--- config.mk ---
export PLATFORM = sky130hd
export DESIGN_NAME = id_stage_flat
export DESIGN_NICKNAME = d
export VERILOG_FILES = /design/src/rtl/id_stage_if.sv /design/src/rtl/id_stage.sv /design/src/flat_wrapper.sv
export SDC_FILE = /design/constraint.sdc
export NUM_CORES = 1
export LEC_CHECK = 0
export CAP_MARGIN = 15
export CORE_AREA = 2 2 172 174
export CTS_BUF_LIST = sky130_fd_sc_hd__clkbuf_4 sky130_fd_sc_hd__clkbuf_8
export CTS_CLUSTER_SIZE = 12
export DETAILED_ROUTE_END_ITERATION = 10
export DIE_AREA = 0 0 174 176
export HOLD_SLACK_MARGIN = 0.02
export PLACE_DENSITY = 0.75
export SYNTH_ARGS = -nofsm -noshare
export SYNTH_HDL_FRONTEND = slang
export SYNTH_SLANG_ARGS = --single-unit
--- constraint.sdc ---
create_clock -name clk -period 6.5 [get_ports clk]
set_clock_uncertainty 0.15 [all_clocks]
set_input_delay 1.3 -clock clk [delete_from_list [all_inputs] [get_ports clk]]
set_output_delay 1.3 -clock clk [all_outputs]
set_load 0.01 [all_outputs]
--- src/rtl/id_stage_if.sv ---
// Signal bundle between the IF/ID register, the hazard unit and the ID stage.
// master = upstream/testbench side, slave = the ID stage itself.
interface id_stage_if;
  logic [31:0] PC_in;
  logic [31:0] PC_4_in;
  logic [31:0] Instr_in;
  logic [4:0]  ErrStat_IF_to_ID;
  logic        Err_IF_to_ID;
  logic [31:0] rs_data;
  logic [31:0] rt_data;
  logic        Stall;
  logic        ErrSignal;

  logic [4:0]  rs_addr;
  logic [4:0]  rt_addr;
  logic        branch;
  logic        jump;
  logic [31:0] branch_addr32;
  logic [31:0] jump_addr32;
  logic        eretEn;
  logic [31:0] PC_EX;
  logic [31:0] PC_8_EX;
  logic [31:0] Instr_EX;
  logic [31:0] rs_data_EX;
  logic [31:0] rt_data_EX;
  logic [31:0] imm_ext_EX;
  logic [4:0]  ErrStat_ID_to_EX;
  logic        Err_ID_to_EX;
  logic        BD_EX;

  modport master (
    output PC_in, PC_4_in, Instr_in, ErrStat_IF_to_ID, Err_IF_to_ID,
           rs_data, rt_data, Stall, ErrSignal,
    input  rs_addr, rt_addr, branch, jump, branch_addr32, jump_addr32, eretEn,
           PC_EX, PC_8_EX, Instr_EX, rs_data_EX, rt_data_EX, imm_ext_EX,
           ErrStat_ID_to_EX, Err_ID_to_EX, BD_EX
  );

  modport slave (
    input  PC_in, PC_4_in, Instr_in, ErrStat_IF_to_ID, Err_IF_to_ID,
           rs_data, rt_data, Stall, ErrSignal,
    output rs_addr, rt_addr, branch, jump, branch_addr32, jump_addr32, eretEn,
           PC_EX, PC_8_EX, Instr_EX, rs_data_EX, rt_data_EX, imm_ext_EX,
           ErrStat_ID_to_EX, Err_ID_to_EX, BD_EX
  );
endinterface

--- src/rtl/id_stage.sv ---
// MIPS decode stage: decode, branch/jump resolution, RI detection, exception
// merge, delay-slot tracking and the ID/EX pipeline register.
module id_stage #(
  parameter logic [31:0] RESET_PC = 32'h0000_3000,
  parameter logic [4:0]  NO_ERR   = 5'd31
) (
  input logic     clk,
  input logic     reset,
  id_stage_if.slave bus
);
  localparam logic [4:0] ERR_RI = 5'd10;

  logic [5:0]  opcode, funct;
  logic [4:0]  rs_f, rt_f;
  logic [15:0] imm16;
  logic [31:0] sext_imm, imm_ext;
  logic        is_br, is_jmp, is_jreg, is_eret, ri, cond, err_merged;
  logic [4:0]  errstat_merged;
  logic        prev_ctrl;

  assign opcode = bus.Instr_in[31:26];
  assign funct  = bus.Instr_in[5:0];
  assign rs_f   = bus.Instr_in[25:21];
  assign rt_f   = bus.Instr_in[20:16];
  assign imm16  = bus.Instr_in[15:0];
  assign sext_imm = {{16{imm16[15]}}, imm16};

  assign bus.rs_addr = rs_f;
  assign bus.rt_addr = rt_f;

  // NOTE: every signal written here gets a default first, so no path can infer a latch.
  always_comb begin
    is_br   = 1'b0;
    is_jmp  = 1'b0;
    is_jreg = 1'b0;
    is_eret = 1'b0;
    ri      = 1'b0;
    cond    = 1'b0;
    imm_ext = sext_imm;
    unique case (opcode)
      6'h00: begin
        unique case (funct)
          6'h21, 6'h23, 6'h24, 6'h25, 6'h2a, 6'h00: ;
          6'h08, 6'h09: begin is_jmp = 1'b1; is_jreg = 1'b1; end
          default: ri = 1'b1;
        endcase
      end
      6'h01: begin
        is_br = 1'b1;
        unique case (rt_f)
          5'd0: cond = $signed(bus.rs_data) <  0;
          5'd1: cond = $signed(bus.rs_data) >= 0;
          default: begin is_br = 1'b0; ri = 1'b1; end
        endcase
      end
      6'h02, 6'h03: is_jmp = 1'b1;
      6'h04: begin is_br = 1'b1; cond = (bus.rs_data == bus.rt_data); end
      6'h05: begin is_br = 1'b1; cond = (bus.rs_data != bus.rt_data); end
      6'h06: begin is_br = 1'b1; cond = ($signed(bus.rs_data) <= 0); end
      6'h07: begin is_br = 1'b1; cond = ($signed(bus.rs_data) >  0); end
      6'h0c, 6'h0d: imm_ext = {16'b0, imm16};
      6'h0f: imm_ext = {imm16, 16'b0};
      6'h09, 6'h20, 6'h21, 6'h23, 6'h28, 6'h29, 6'h2b: ;
      6'h10: begin
        if (rs_f == 5'h10 && funct == 6'h18) is_eret = 1'b1;
        else if (rs_f != 5'h00 && rs_f != 5'h04) ri = 1'b1;
      end
      default: ri = 1'b1;
    endcase
  end

  // An IF-side fault or an RI instruction must never redirect fetch.
  assign bus.branch = is_br & cond & ~bus.Err_IF_to_ID & ~ri;
  assign bus.jump   = is_jmp & ~bus.Err_IF_to_ID & ~ri;
  assign bus.eretEn = is_eret & ~bus.Err_IF_to_ID & ~ri;

  assign bus.branch_addr32 = bus.PC_4_in + {sext_imm[29:0], 2'b00};
  assign bus.jump_addr32   = is_jreg ? bus.rs_data
                                     : {bus.PC_4_in[31:28], bus.Instr_in[25:0], 2'b00};

  assign err_merged     = bus.Err_IF_to_ID | ri;
  assign errstat_merged = bus.Err_IF_to_ID ? bus.ErrStat_IF_to_ID
                        : ri               ? ERR_RI : NO_ERR;

  // NOTE: pipeline state is updated with non-blocking assignments so every
  // register samples the pre-edge values of the others.
  always_ff @(posedge clk) begin
    if (reset || bus.ErrSignal) begin
      prev_ctrl            <= 1'b0;
      bus.PC_EX            <= RESET_PC;
      bus.PC_8_EX          <= RESET_PC + 32'd8;
      bus.Instr_EX         <= '0;
      bus.rs_data_EX       <= '0;
      bus.rt_data_EX       <= '0;
      bus.imm_ext_EX       <= '0;
      bus.ErrStat_ID_to_EX <= NO_ERR;
      bus.Err_ID_to_EX     <= 1'b0;
      bus.BD_EX            <= 1'b0;
    end else if (bus.Stall) begin
      // Bubble keeps PC and BD so an interrupt taken on it still has a valid EPC.
      bus.PC_EX            <= bus.PC_in;
      bus.PC_8_EX          <= bus.PC_4_in + 32'd4;
      bus.Instr_EX         <= '0;
      bus.rs_data_EX       <= '0;
      bus.rt_data_EX       <= '0;
      bus.imm_ext_EX       <= '0;
      bus.ErrStat_ID_to_EX <= NO_ERR;
      bus.Err_ID_to_EX     <= 1'b0;
      bus.BD_EX            <= prev_ctrl;
    end else begin
      prev_ctrl            <= is_br | is_jmp;
      bus.PC_EX            <= bus.PC_in;
      bus.PC_8_EX          <= bus.PC_4_in + 32'd4;
      bus.Instr_EX         <= bus.Instr_in;
      bus.rs_data_EX       <= bus.rs_data;
      bus.rt_data_EX       <= bus.rt_data;
      bus.imm_ext_EX       <= imm_ext;
      bus.ErrStat_ID_to_EX <= errstat_merged;
      bus.Err_ID_to_EX     <= err_merged;
      bus.BD_EX            <= prev_ctrl;
    end
  end
endmodule

--- src/flat_wrapper.sv ---
// flat-port wrapper written by rule: the top's interface ports become plain ports
module id_stage_flat 
#(
  parameter logic [31:0] RESET_PC = 32'h0000_3000,
  parameter logic [4:0]  NO_ERR   = 5'd31
)
  (clk, reset, bus_PC_in, bus_PC_4_in, bus_Instr_in, bus_ErrStat_IF_to_ID, bus_Err_IF_to_ID, bus_rs_data, bus_rt_data, bus_Stall, bus_ErrSignal, bus_rs_addr, bus_rt_addr, bus_branch, bus_jump, bus_branch_addr32, bus_jump_addr32, bus_eretEn, bus_PC_EX, bus_PC_8_EX, bus_Instr_EX, bus_rs_data_EX, bus_rt_data_EX, bus_imm_ext_EX, bus_ErrStat_ID_to_EX, bus_Err_ID_to_EX, bus_BD_EX);
  id_stage_if bus_i ();
  input logic clk;
  input logic reset;
  input wire logic [$bits(bus_i.PC_in)-1:0] bus_PC_in;
  input wire logic [$bits(bus_i.PC_4_in)-1:0] bus_PC_4_in;
  input wire logic [$bits(bus_i.Instr_in)-1:0] bus_Instr_in;
  input wire logic [$bits(bus_i.ErrStat_IF_to_ID)-1:0] bus_ErrStat_IF_to_ID;
  input wire logic [$bits(bus_i.Err_IF_to_ID)-1:0] bus_Err_IF_to_ID;
  input wire logic [$bits(bus_i.rs_data)-1:0] bus_rs_data;
  input wire logic [$bits(bus_i.rt_data)-1:0] bus_rt_data;
  input wire logic [$bits(bus_i.Stall)-1:0] bus_Stall;
  input wire logic [$bits(bus_i.ErrSignal)-1:0] bus_ErrSignal;
  output wire logic [$bits(bus_i.rs_addr)-1:0] bus_rs_addr;
  output wire logic [$bits(bus_i.rt_addr)-1:0] bus_rt_addr;
  output wire logic [$bits(bus_i.branch)-1:0] bus_branch;
  output wire logic [$bits(bus_i.jump)-1:0] bus_jump;
  output wire logic [$bits(bus_i.branch_addr32)-1:0] bus_branch_addr32;
  output wire logic [$bits(bus_i.jump_addr32)-1:0] bus_jump_addr32;
  output wire logic [$bits(bus_i.eretEn)-1:0] bus_eretEn;
  output wire logic [$bits(bus_i.PC_EX)-1:0] bus_PC_EX;
  output wire logic [$bits(bus_i.PC_8_EX)-1:0] bus_PC_8_EX;
  output wire logic [$bits(bus_i.Instr_EX)-1:0] bus_Instr_EX;
  output wire logic [$bits(bus_i.rs_data_EX)-1:0] bus_rs_data_EX;
  output wire logic [$bits(bus_i.rt_data_EX)-1:0] bus_rt_data_EX;
  output wire logic [$bits(bus_i.imm_ext_EX)-1:0] bus_imm_ext_EX;
  output wire logic [$bits(bus_i.ErrStat_ID_to_EX)-1:0] bus_ErrStat_ID_to_EX;
  output wire logic [$bits(bus_i.Err_ID_to_EX)-1:0] bus_Err_ID_to_EX;
  output wire logic [$bits(bus_i.BD_EX)-1:0] bus_BD_EX;
  assign bus_i.PC_in = bus_PC_in;
  assign bus_i.PC_4_in = bus_PC_4_in;
  assign bus_i.Instr_in = bus_Instr_in;
  assign bus_i.ErrStat_IF_to_ID = bus_ErrStat_IF_to_ID;
  assign bus_i.Err_IF_to_ID = bus_Err_IF_to_ID;
  assign bus_i.rs_data = bus_rs_data;
  assign bus_i.rt_data = bus_rt_data;
  assign bus_i.Stall = bus_Stall;
  assign bus_i.ErrSignal = bus_ErrSignal;
  assign bus_rs_addr = bus_i.rs_addr;
  assign bus_rt_addr = bus_i.rt_addr;
  assign bus_branch = bus_i.branch;
  assign bus_jump = bus_i.jump;
  assign bus_branch_addr32 = bus_i.branch_addr32;
  assign bus_jump_addr32 = bus_i.jump_addr32;
  assign bus_eretEn = bus_i.eretEn;
  assign bus_PC_EX = bus_i.PC_EX;
  assign bus_PC_8_EX = bus_i.PC_8_EX;
  assign bus_Instr_EX = bus_i.Instr_EX;
  assign bus_rs_data_EX = bus_i.rs_data_EX;
  assign bus_rt_data_EX = bus_i.rt_data_EX;
  assign bus_imm_ext_EX = bus_i.imm_ext_EX;
  assign bus_ErrStat_ID_to_EX = bus_i.ErrStat_ID_to_EX;
  assign bus_Err_ID_to_EX = bus_i.Err_ID_to_EX;
  assign bus_BD_EX = bus_i.BD_EX;
  id_stage #(.RESET_PC(RESET_PC), .NO_ERR(NO_ERR)) u_core (.clk(clk), .reset(reset), .bus(bus_i));
endmodule
======== Yosys cells after proc, flatten, opt, wreduce, memory -nomap -nowiden ========
Cells that the tools add are included.
cells by class
  add/sub/neg operators ................... 2
  magnitude comparators ................... 4
  equal/unequal tests ..................... 31
  muxes and demuxes ....................... 18
  bitwise operators ....................... 11
  reduce and logical (&&, ||, !) cells .... 15
operators by type and width
  operator                                              count
  == test 6 bit, second input constant                  11
  case mux 32 bit (2 select lines)                      1
  == test 6 x 4 -> 1 bit, second input constant         6
  adder 32 x 3 -> 32 bit, second input constant         1
  adder 32 bit                                          1
  == test 32 bit                                        1
  >= comparator 32 x 1 -> 1 bit, second input constant  1
  > comparator 32 x 1 -> 1 bit, second input constant   1
  <= comparator 32 x 1 -> 1 bit, second input constant  1
  < comparator 32 x 1 -> 1 bit, second input constant   1
  2-to-1 mux 32 bit                                     1
  inequality test 32 bit                                1
  == test 6 x 3 -> 1 bit, second input constant         4
  OR reduction 16 bit                                   1
  == test 6 x 2 -> 1 bit, second input constant         2
  == test 6 x 5 -> 1 bit, second input constant         2
  logical NOT 6 bit                                     2
  2-to-1 mux 5 bit                                      2
  OR reduction 2 bit                                    5
  2-to-1 mux 1 bit                                      9
  OR reduction 8 bit                                    1
  bitwise AND 1 bit                                     7
  == test 6 x 1 -> 1 bit, second input constant         1
  case mux 1 bit (2 select lines)                       3
  12 further kinds                                      15
storage, ports and cells
  flip-flop bits (word level) ............. 200
  input bits .............................. 170
  output and inout port bits .............. 276
  logic and storage cells ................. 91

======== Logic depth before layout (Yosys ltp) ========
Gate-level depths: netlist of run 1.
  word-level depth ........................ 7
  depth in mapped cells ................... 10
  depth with buffers taken out ............ 10

======== Worst setup path before layout of run 1 ========
No wires, ideal clock.
  kind .................................... input -> output
  start ................................... input bus_Instr_in[0]
  end ..................................... output bus_branch_addr32[24]
  data arrival time ....................... 3.221 ns
  data required time ...................... 5.050 ns
  path slack .............................. 1.829 ns
  stages on the path ...................... 10
  path buffers ............................ 0
  path through ............................ ha_1 -> inv_1 -> fa_1 -> nand2b_1 -> a21oi_1 -> o2111ai_1 -> a211oi_2 -> nor2_1 -> o311ai_1 -> xor2_1
between the ends
  cells in the longest elaborated chain, start to end .. 1
ends and longest elaborated chain
  item                line                source
  start: declaration  flat_wrapper.sv:13  input wire logic [$bits(bus_i.Instr_in)-1:0] bus_Instr_in;
  adder 32 bit        id_stage.sv:77      assign bus.branch_addr32 = bus.PC_4_in + {sext_imm[29:0], 2'b00};
  end: declaration    flat_wrapper.sv:24  output wire logic [$bits(bus_i.branch_addr32)-1:0] bus_branch_addr32;
No other way between the ends.

======== Worst setup path after layout of run 1 ========
  start ................................... input bus_Instr_in[1]
  end ..................................... output bus_branch_addr32[24]
The elaborated chain is that of the path after synthesis.

==> flow_summary.yaml, run 1 <==
synthesis:
  synth_compound_area_share_pct: 10.3
  synth_area_sq_um: 8520
  synth_fa_ha_area_share_pct: 4.76
  async_flop_share_pct: 0
  synth.area.mux_share_pct: 3.29
  yosysMostFrequentCell: "dfxtp_1"
  synth_cells: 899
  synthSimpleGateAreaFrac_pct: 21.5
  synthDistinctLibCells: 66
  synth-edff-count: 0
  ys_seq_area_share_pct: 47.0
  syn_area_per_cell_sq_um: 9.47
  yosysTopAreaCell: "dfxtp_1"
  synth_top_family_by_area: "simple AND/OR/NAND/NOR gates"
  synth_area_leaders: "dfxtp_1, xnor2_1, and2_1, ha_1, and3_1"
  synthXorXnorAreaFrac_pct: 8.84
  ys_seq_elements: 200
  ys_top_cells_by_count: "dfxtp_1, nor2_1, and2_1"
  syn_nets: 1100
  synth_top_area_share_pct: 47.0
  synth.yosys.warnings: 0
  yosys_most_used_dff: "dfxtp_1"
grt:
  grt_start_max_net_pins: 84
  grt_antenna_before_repair: 1
  first_global_vias: 8383
  grt_overflow: 0
  grt_pass1_wl_um: 52800
  grt_usage_pct: 23.2
place:
  dpl.cell_count: 1692
  hpwl_um: 29100
  port_buffers: 445
  place_congestion: 0.919
  placed_cell_area_sq_um: 13300
setup_path:
  crit_path_top_delay_cell: "clkdlybuf4s50_1"
  critPathKind: "in2out"
  cp_common_cell: "clkdlybuf4s50_1"
  required_ns: 5.05
  path_cells: "clkdlybuf4s50_1, inv_1, fa_1, nand2b_1, a21oi_1, o2111ai_1, a211oi_2, nor2_1, o311ai_1, xor2_1, clkdlybuf4s50_1"
  end_kind: "output port"
  path_max_fanout: 5
  slowest_delay_ns: 0.59
  start_kind: "input pin"
  arrival_ns: 4.80
floorplanning:
  io-pin-count: 446
  die_x_um: 174
  die_y_um: 176
  die_area_sq_um: 30600
  core_area_sq_um: 28500
  rows: 62
  start_util_pct: 29.8
finish:
  area_growth_pct: 62.0
  postLayoutCellArea_sq_um: 13800
  final_nets: 1529
  fin_cells: 1725
  antenna-diode-count: 0
  final_util_pct: 48.3
  drive_above_1_share_pct: 6.34
timing:
  period_minus_slack_ns: 6.25
  tightest_slew_ns: 1.14
  setup_viol: 0
  rsz0062_at_grt: "false"
  fmax_mhz: 160
  hold_viol: 0
  holdWs_ns: 0.319
  period_share_pct: 96.1
  drv_slew: 0
  tns_ns: 0
  slew_headroom_pct: 23.6
hold_path:
  min_path_type: "reg2reg"
cts:
  hold_buffers: 0
  post-cts-setup-buffers: 0
  post_cts_resized: 0
  cts_tree: "done"
  clock-sinks: 200
  htreeDepth: 4
  clk_pin_slew_ns: 0.10
  numCtsBuffers: 17
  cts_root_buf: "clkbuf_8"
  clockBufferDepth: 2
  clock_latency_ns: 0.48
drt:
  routed_via_density: 4.79
  drtIter0Drc: 502
  route.detailed.drc: 0
  wire_per_inst_um: 21.0
  via_count: 8267
  first_pass_iters: 5
  ant_nets: 0
  wirelength_um: 36200
run:
  cap_violations: 0
power_and_ir_drop:
  ir_worst_vdd_mv: 0.153
  leakage_nw: 5.55
  power_density_nw_per_um2: 207
status:
  status: "finished, final reports clean"
[cell families after synthesis]
group           after synthesis
simple gates                341
flops                       200
compound gates              134
xor+xnor                     86
buf+inv                      81
fa+ha+maj                    32
mux                          25
[power breakdown]
| group | total, W | switching (W) | internal (W) |
|---|---|---|---|
| registers | 0.00127 | 0.0000103 | 0.00126 |
| clock network | 0.000890 | 0.000508 | 0.000382 |
| logic | 0.000689 | 0.000329 | 0.000360 |
[registers in the layout (all words and copies together) (netlist names), 5 cells and up]
register	flops
u_core.bus.ErrStat_ID_to_EX	5
u_core.bus.Instr_EX	32
u_core.bus.PC_8_EX	32
u_core.bus.PC_EX	32
u_core.bus.imm_ext_EX	32
u_core.bus.rs_data_EX	32
u_core.bus.rt_data_EX	32
[worst max-delay path, delay by kind of cell]
| family | cells | cell delay, ns |
|---|---|---|
| and+or+nand+nor | 2 | 0.30 |
| adders and majority gates | 1 | 0.47 |
| buffers and inverters | 3 | 1.30 |
| AOI/OAI and AO/OA | 4 | 1.15 |
| xor gates and xnor gates | 1 | 0.26 |
[cells in the final DEF, fill, tap and decap left out, types with 17 or more instances in the layout]
| cell type | Yosys | routed |
|---|---|---|
| xor2_1 | 34 | 34 |
| nand2_1 | 62 | 62 |
| a21o_1 | 17 | 17 |
| and2_1 | 66 | 66 |
| a21oi_1 | 35 | 35 |
| nand3_1 | 18 | 18 |
| nand4_1 | 21 | 21 |
| dfxtp_1 | 200 | 200 |
| xnor2_1 | 52 | 52 |
| nor2_1 | 67 | 65 |
| mux2_2 | 24 | 24 |
| and3_1 | 55 | 55 |
| clkdlybuf4s50_1 | 0 | 445 |
| ha_1 | 30 | 30 |
| o21ai_0 | 34 | 34 |
| inv_1 | 32 | 32 |
| clkbuf_8 | 0 | 19 |
[metal layers]
| metal | global-route usage (%) | wire, um | vias to the layer above |
|---|---|---|---|
| met5 | 0 | 11 | - |
| met4 | 8.40 | 1030 | 2 |
| met3 | 6.42 | 2750 | 53 |
| met2 | 41.0 | 17900 | 362 |
| met1 | 26.8 | 14500 | 3906 |
| li1 | - | - | 3944 |
[stage by stage]
| step | setup WS, ns | power (W) |
|---|---|---|
| floorplan | 1.83 | 0.00158 |
| global placement | 0.217 | 0.00198 |
| detailed placement | 0.245 | 0.00198 |
| CTS | 0.215 | 0.00287 |
| global route | 0.00446 | 0.00296 |
| finish | 0.252 | 0.00285 |
[final timing paths]
kind	from	end	slack, ns	cells after the start
worst max-delay path	bus_Instr_in[1]	bus_branch_addr32[24]	0.25	11
worst min-delay path	u_core.prev_ctrl$_SDFFE_PP0N_	u_core.bus.BD_EX$_SDFF_PP0_	0.32	1
worst max register to register	u_core.prev_ctrl$_SDFFE_PP0N_	u_core.prev_ctrl$_SDFFE_PP0N_	5.69	2
worst min register to register	u_core.prev_ctrl$_SDFFE_PP0N_	u_core.bus.BD_EX$_SDFF_PP0_	0.32	1
[area by class of cell]
cell class	instances	area [sq um]
Clock buffer	19	262
Fill cell	2661	14700
Sequential cell	200	4000
Clock inverter	13	183
Multi-Input combinational cell	618	4170
Timing Repair Buffer	459	4580
Inverter	32	120
Tap cell	384	480
Note: power is estimated with default switching activity, not from simulation.
==> run 2, diff against run 1 <==
CAP_MARGIN = 20   (was 15)
==> flow_summary.yaml, run 2 (synthesis gave the netlist of run 1 again) <==
timing:
  hold_viol: 0
  fmax_mhz: 160
  slew_headroom_pct: 23.9
  setup_viol: 0
  rsz0062_at_grt: "false"
  tns_ns: 0
  period_share_pct: 96.3
  period_minus_slack_ns: 6.26
  tightest_slew_ns: 1.13
  drv_slew: 0
cts:
  htreeDepth: 4
  post_cts_resized: 0
  post-cts-setup-buffers: 0
  clk_pin_slew_ns: 0.10
  cts_root_buf: "clkbuf_8"
  clock_latency_ns: 0.48
  hold_buffers: 0
  clockBufferDepth: 2
  clock-sinks: 200
  cts_tree: "done"
  numCtsBuffers: 17
setup_path:
  path_buf_inv: 3
  arrival_ns: 4.81
  path_cells: "clkdlybuf4s50_1, inv_1, fa_1, nand2b_1, a21oi_1, o2111ai_1, a211oi_2, nor2_1, o311ai_1, xor2_1, clkdlybuf4s50_1"
  slowest_delay_ns: 0.59
  start_kind: "input pin"
  end_kind: "output port"
  path_max_fanout: 5
  critPathTopFamily: "buffers and inverters"
  critPathKind: "in2out"
  required_ns: 5.05
  cp_common_cell: "clkdlybuf4s50_1"
  crit_path_top_delay_cell: "clkdlybuf4s50_1"
power_and_ir_drop:
  power_density_nw_per_um2: 207
  leakage_nw: 5.55
  ir_worst_vdd_mv: 0.154
drt:
  drtIter0Drc: 487
  route.detailed.drc: 0
  routed.top_layer: "met5"
  met2_length_um: 17900
  wirelength_met1_um: 14600
  via_count: 8269
  wirelength_um: 36300
  first_pass_iters: 5
  met3_length_um: 2670
  routed_via_density: 4.79
  wire_per_inst_um: 21.0
  ant_nets: 0
place:
  hpwl_um: 29100
  place_congestion: 0.919
  port_buffers: 445
finish:
  final_nets: 1530
  fill_cells: 2662
  area_growth_pct: 62.1
  final_util_pct: 48.4
  drive_above_1_share_pct: 6.41
  layout_commonest_cell: "clkdlybuf4s50_1"
  antenna-diode-count: 0
  final_cell_mix: "clkdlybuf4s50_1, dfxtp_1, and2_1"
grt:
  grt_pass1_wl_um: 52800
  grt_overflow: 0
  grt_start_max_net_pins: 84
  first_global_vias: 8383
  grt_usage_pct: 23.2
  grt_antenna_before_repair: 1
run:
  cap_violations: 0
floorplanning:
  rows: 62
  die_x_um: 174
  die_area_sq_um: 30600
  core_area_sq_um: 28500
  die_y_um: 176
  start_util_pct: 29.8
  io-pin-count: 446
status:
  status: "finished, final reports clean"
hold_path:
  min_path_type: "reg2reg"
run 2: cell count changes in the layout (fill, tap and decap cells not counted), sizes merged:
cell	before	now
buf	14	15
run 2: through the flow:
stage | instances | instance area [sq um] | hold slack (ns) | worst slack (ns) | total power (W)
6_report | 1726 | 13800 | 0.319 | 0.243 | 0.00285
5_1_grt | 1726 | 13800 | 0.357 | 0.00446 | 0.00296
4_1_cts | 1724 | 13800 | 0.323 | 0.215 | 0.00287
3_5_place_dp | 1692 | 13300 | 0.295 | 0.245 | 0.00198
3_3_place_gp | 1692 | 13300 | 0.295 | 0.217 | 0.00198
2_1_floorplan | 899 | 8520 | 0.274 | 1.83 | 0.00158
run 2: cell type report:
class	instances	area [sq um]	area share, %
sequential	200	4000	29.0
clock inverter	13	183	1.32
clock buffer	19	262	1.89
multi-input combinational	618	4170	30.2
timing repair buffer	460	4590	33.2
inverter	32	120	0.870
tap	384	480	3.48
run 2: final timing paths:
| path | startpoint | cells after the start | endpoint | slack (ns) |
|---|---|---|---|---|
| hold / removal | u_core.prev_ctrl$_SDFFE_PP0N_ | 1 | u_core.bus.BD_EX$_SDFF_PP0_ | 0.32 |
| setup / recovery | bus_Instr_in[1] | 11 | bus_branch_addr32[24] | 0.24 |
| hold reg to reg | u_core.prev_ctrl$_SDFFE_PP0N_ | 1 | u_core.bus.BD_EX$_SDFF_PP0_ | 0.32 |
| setup reg to reg | u_core.prev_ctrl$_SDFFE_PP0N_ | 2 | u_core.prev_ctrl$_SDFFE_PP0N_ | 5.69 |
run 2: report_power, final:
group | internal [W] | switching [W]
Combinational | 0.000360 | 0.000329
Clock | 0.000382 | 0.000507
Sequential | 0.00126 | 0.0000104
run 2: layer usage:
layer,up-vias,track usage [%]
li1,3940,-
met1,3912,26.8
met2,361,41.0
met3,54,6.42
met4,2,8.40
met5,-,0
==> run 3, diff against run 2 <==
SLEW_MARGIN = 20   (was not set)
==> flow_summary.yaml, run 3 (synthesis gave the netlist of run 1 again) <==
power_and_ir_drop:
  leakage_nw: 5.54
  power_density_nw_per_um2: 207
  ir_worst_vdd_mv: 0.153
status:
  status: "finished, final reports clean"
cts:
  clock_latency_ns: 0.48
  cts_tree: "done"
  cts_root_buf: "clkbuf_8"
  post-cts-setup-buffers: 0
  numCtsBuffers: 17
  clockBufferDepth: 2
  hold_buffers: 0
  clock-sinks: 200
  htreeDepth: 4
  post_cts_resized: 0
  clk_pin_slew_ns: 0.10
timing:
  rsz0062_at_grt: "false"
  setup_viol: 0
  drv_slew: 0
  period_minus_slack_ns: 6.25
  fmax_mhz: 160
  tightest_slew_ns: 1.14
  hold_viol: 0
  slew_headroom_pct: 23.5
  tns_ns: 0
  period_share_pct: 96.1
  holdWs_ns: 0.319
floorplanning:
  die_y_um: 176
  die_x_um: 174
  rows: 62
  die_area_sq_um: 30600
  io-pin-count: 446
  core_area_sq_um: 28500
  start_util_pct: 29.8
setup_path:
  arrival_ns: 4.80
  required_ns: 5.05
  critPathKind: "in2out"
  cp-startpoint: "bus_Instr_in[0]"
  crit_path_top_delay_cell: "clkdlybuf4s50_1"
  end_kind: "output port"
  start_kind: "input pin"
  slowest_delay_ns: 0.59
  rr_startpoint: "u_core.prev_ctrl$_SDFFE_PP0N_"
  path_cells: "clkdlybuf4s50_1, ha_1, inv_1, fa_1, nand2b_1, a21oi_1, o2111ai_1, a211oi_2, nor2_1, o311ai_1, xor2_1, clkdlybuf4s50_1"
  cp_common_cell: "clkdlybuf4s50_1"
  path_max_fanout: 3
hold_path:
  min_path_type: "reg2reg"
  hold_start: "u_core.prev_ctrl$_SDFFE_PP0N_"
drt:
  routed_via_density: 4.80
  first_pass_iters: 5
  wirelength_um: 36200
  drtIter0Drc: 528
  ant_nets: 0
  via_count: 8269
  route.detailed.drc: 0
  wire_per_inst_um: 21.0
finish:
  final_util_pct: 48.3
  area_growth_pct: 61.7
  seqCellArea_sq_um: 4000
  final_nets: 1528
  fill_cells: 2663
  final_cell_mix: "clkdlybuf4s50_1, dfxtp_1, and2_1"
  multi_input_area_sq_um: 4180
  drive_above_1_share_pct: 6.42
  antenna-diode-count: 0
  layout_commonest_cell: "clkdlybuf4s50_1"
  fin_cells: 1724
grt:
  grt_start_max_net_pins: 84
  first_global_vias: 8383
  grt_antenna_before_repair: 1
  grt_overflow: 0
  grt_pass1_wl_um: 52800
  grt_usage_pct: 23.2
place:
  dpl.cell_count: 1692
  port_buffers: 445
  place_congestion: 0.919
  hpwl_um: 29100
run:
  cap_violations: 0
[run 3: cell types whose count changed in the layout (fill, tap and decap cells not counted)]
cell	before	now
inv_2	0	1
o21ai_2	1	2
inv_1	32	31
o21ai_1	4	3
buf_16	1	0
buf_4	14	13
[run 3: final timing paths]
path,endpoint,slack (ns),depth (start not counted)
max,bus_branch_addr32[24],0.25,12
min,u_core.bus.BD_EX$_SDFF_PP0_,0.32,1
max reg2reg,u_core.prev_ctrl$_SDFFE_PP0N_,5.69,2
min reg2reg,u_core.bus.BD_EX$_SDFF_PP0_,0.32,1
[run 3: final cells by class]
| cell class | count | share of cell area, % |
|---|---|---|
| Clock buffer | 19 | 1.90 |
| Tap cell | 384 | 3.49 |
| Clock inverter | 13 | 1.33 |
| Inverter | 32 | 0.872 |
| Timing Repair Buffer | 458 | 33.0 |
| Sequential cell | 200 | 29.1 |
| Multi-Input combinational cell | 618 | 30.3 |
[run 3: report_power, final]
group	internal (W)	total [W]	switching (W)
Clock	0.000382	0.000888	0.000506
Combinational	0.000358	0.000687	0.000329
Sequential	0.00126	0.00127	0.0000103
[run 3: per-layer routing]
metal  routed length, um  up-vias  global-route usage (%)
met4                1030        2                    8.40
li1                    -     3941                       -
met5                  11        -                       0
met3                2780       52                    6.42
met2               18000      374                    41.0
met1               14400     3900                    26.8
[run 3: through the flow]
stage	area [sq um]	setup WS, ns	total power [W]
2_1_floorplan	8520	1.83	0.00158
3_3_place_gp	13300	0.217	0.00198
3_5_place_dp	13300	0.245	0.00198
4_1_cts	13800	0.215	0.00287
5_1_grt	13800	0.00446	0.00296
6_report	13800	0.252	0.00285
[run 3: worst max-delay path: cells and delay by family]
kind,cells,cell delay (ns)
xor gates and xnor gates,1,0.26
and+or+nand+nor,2,0.30
adders and majority gates,2,0.60
AOI/OAI and AO/OA,4,1.15
buffers and inverters,3,1.17
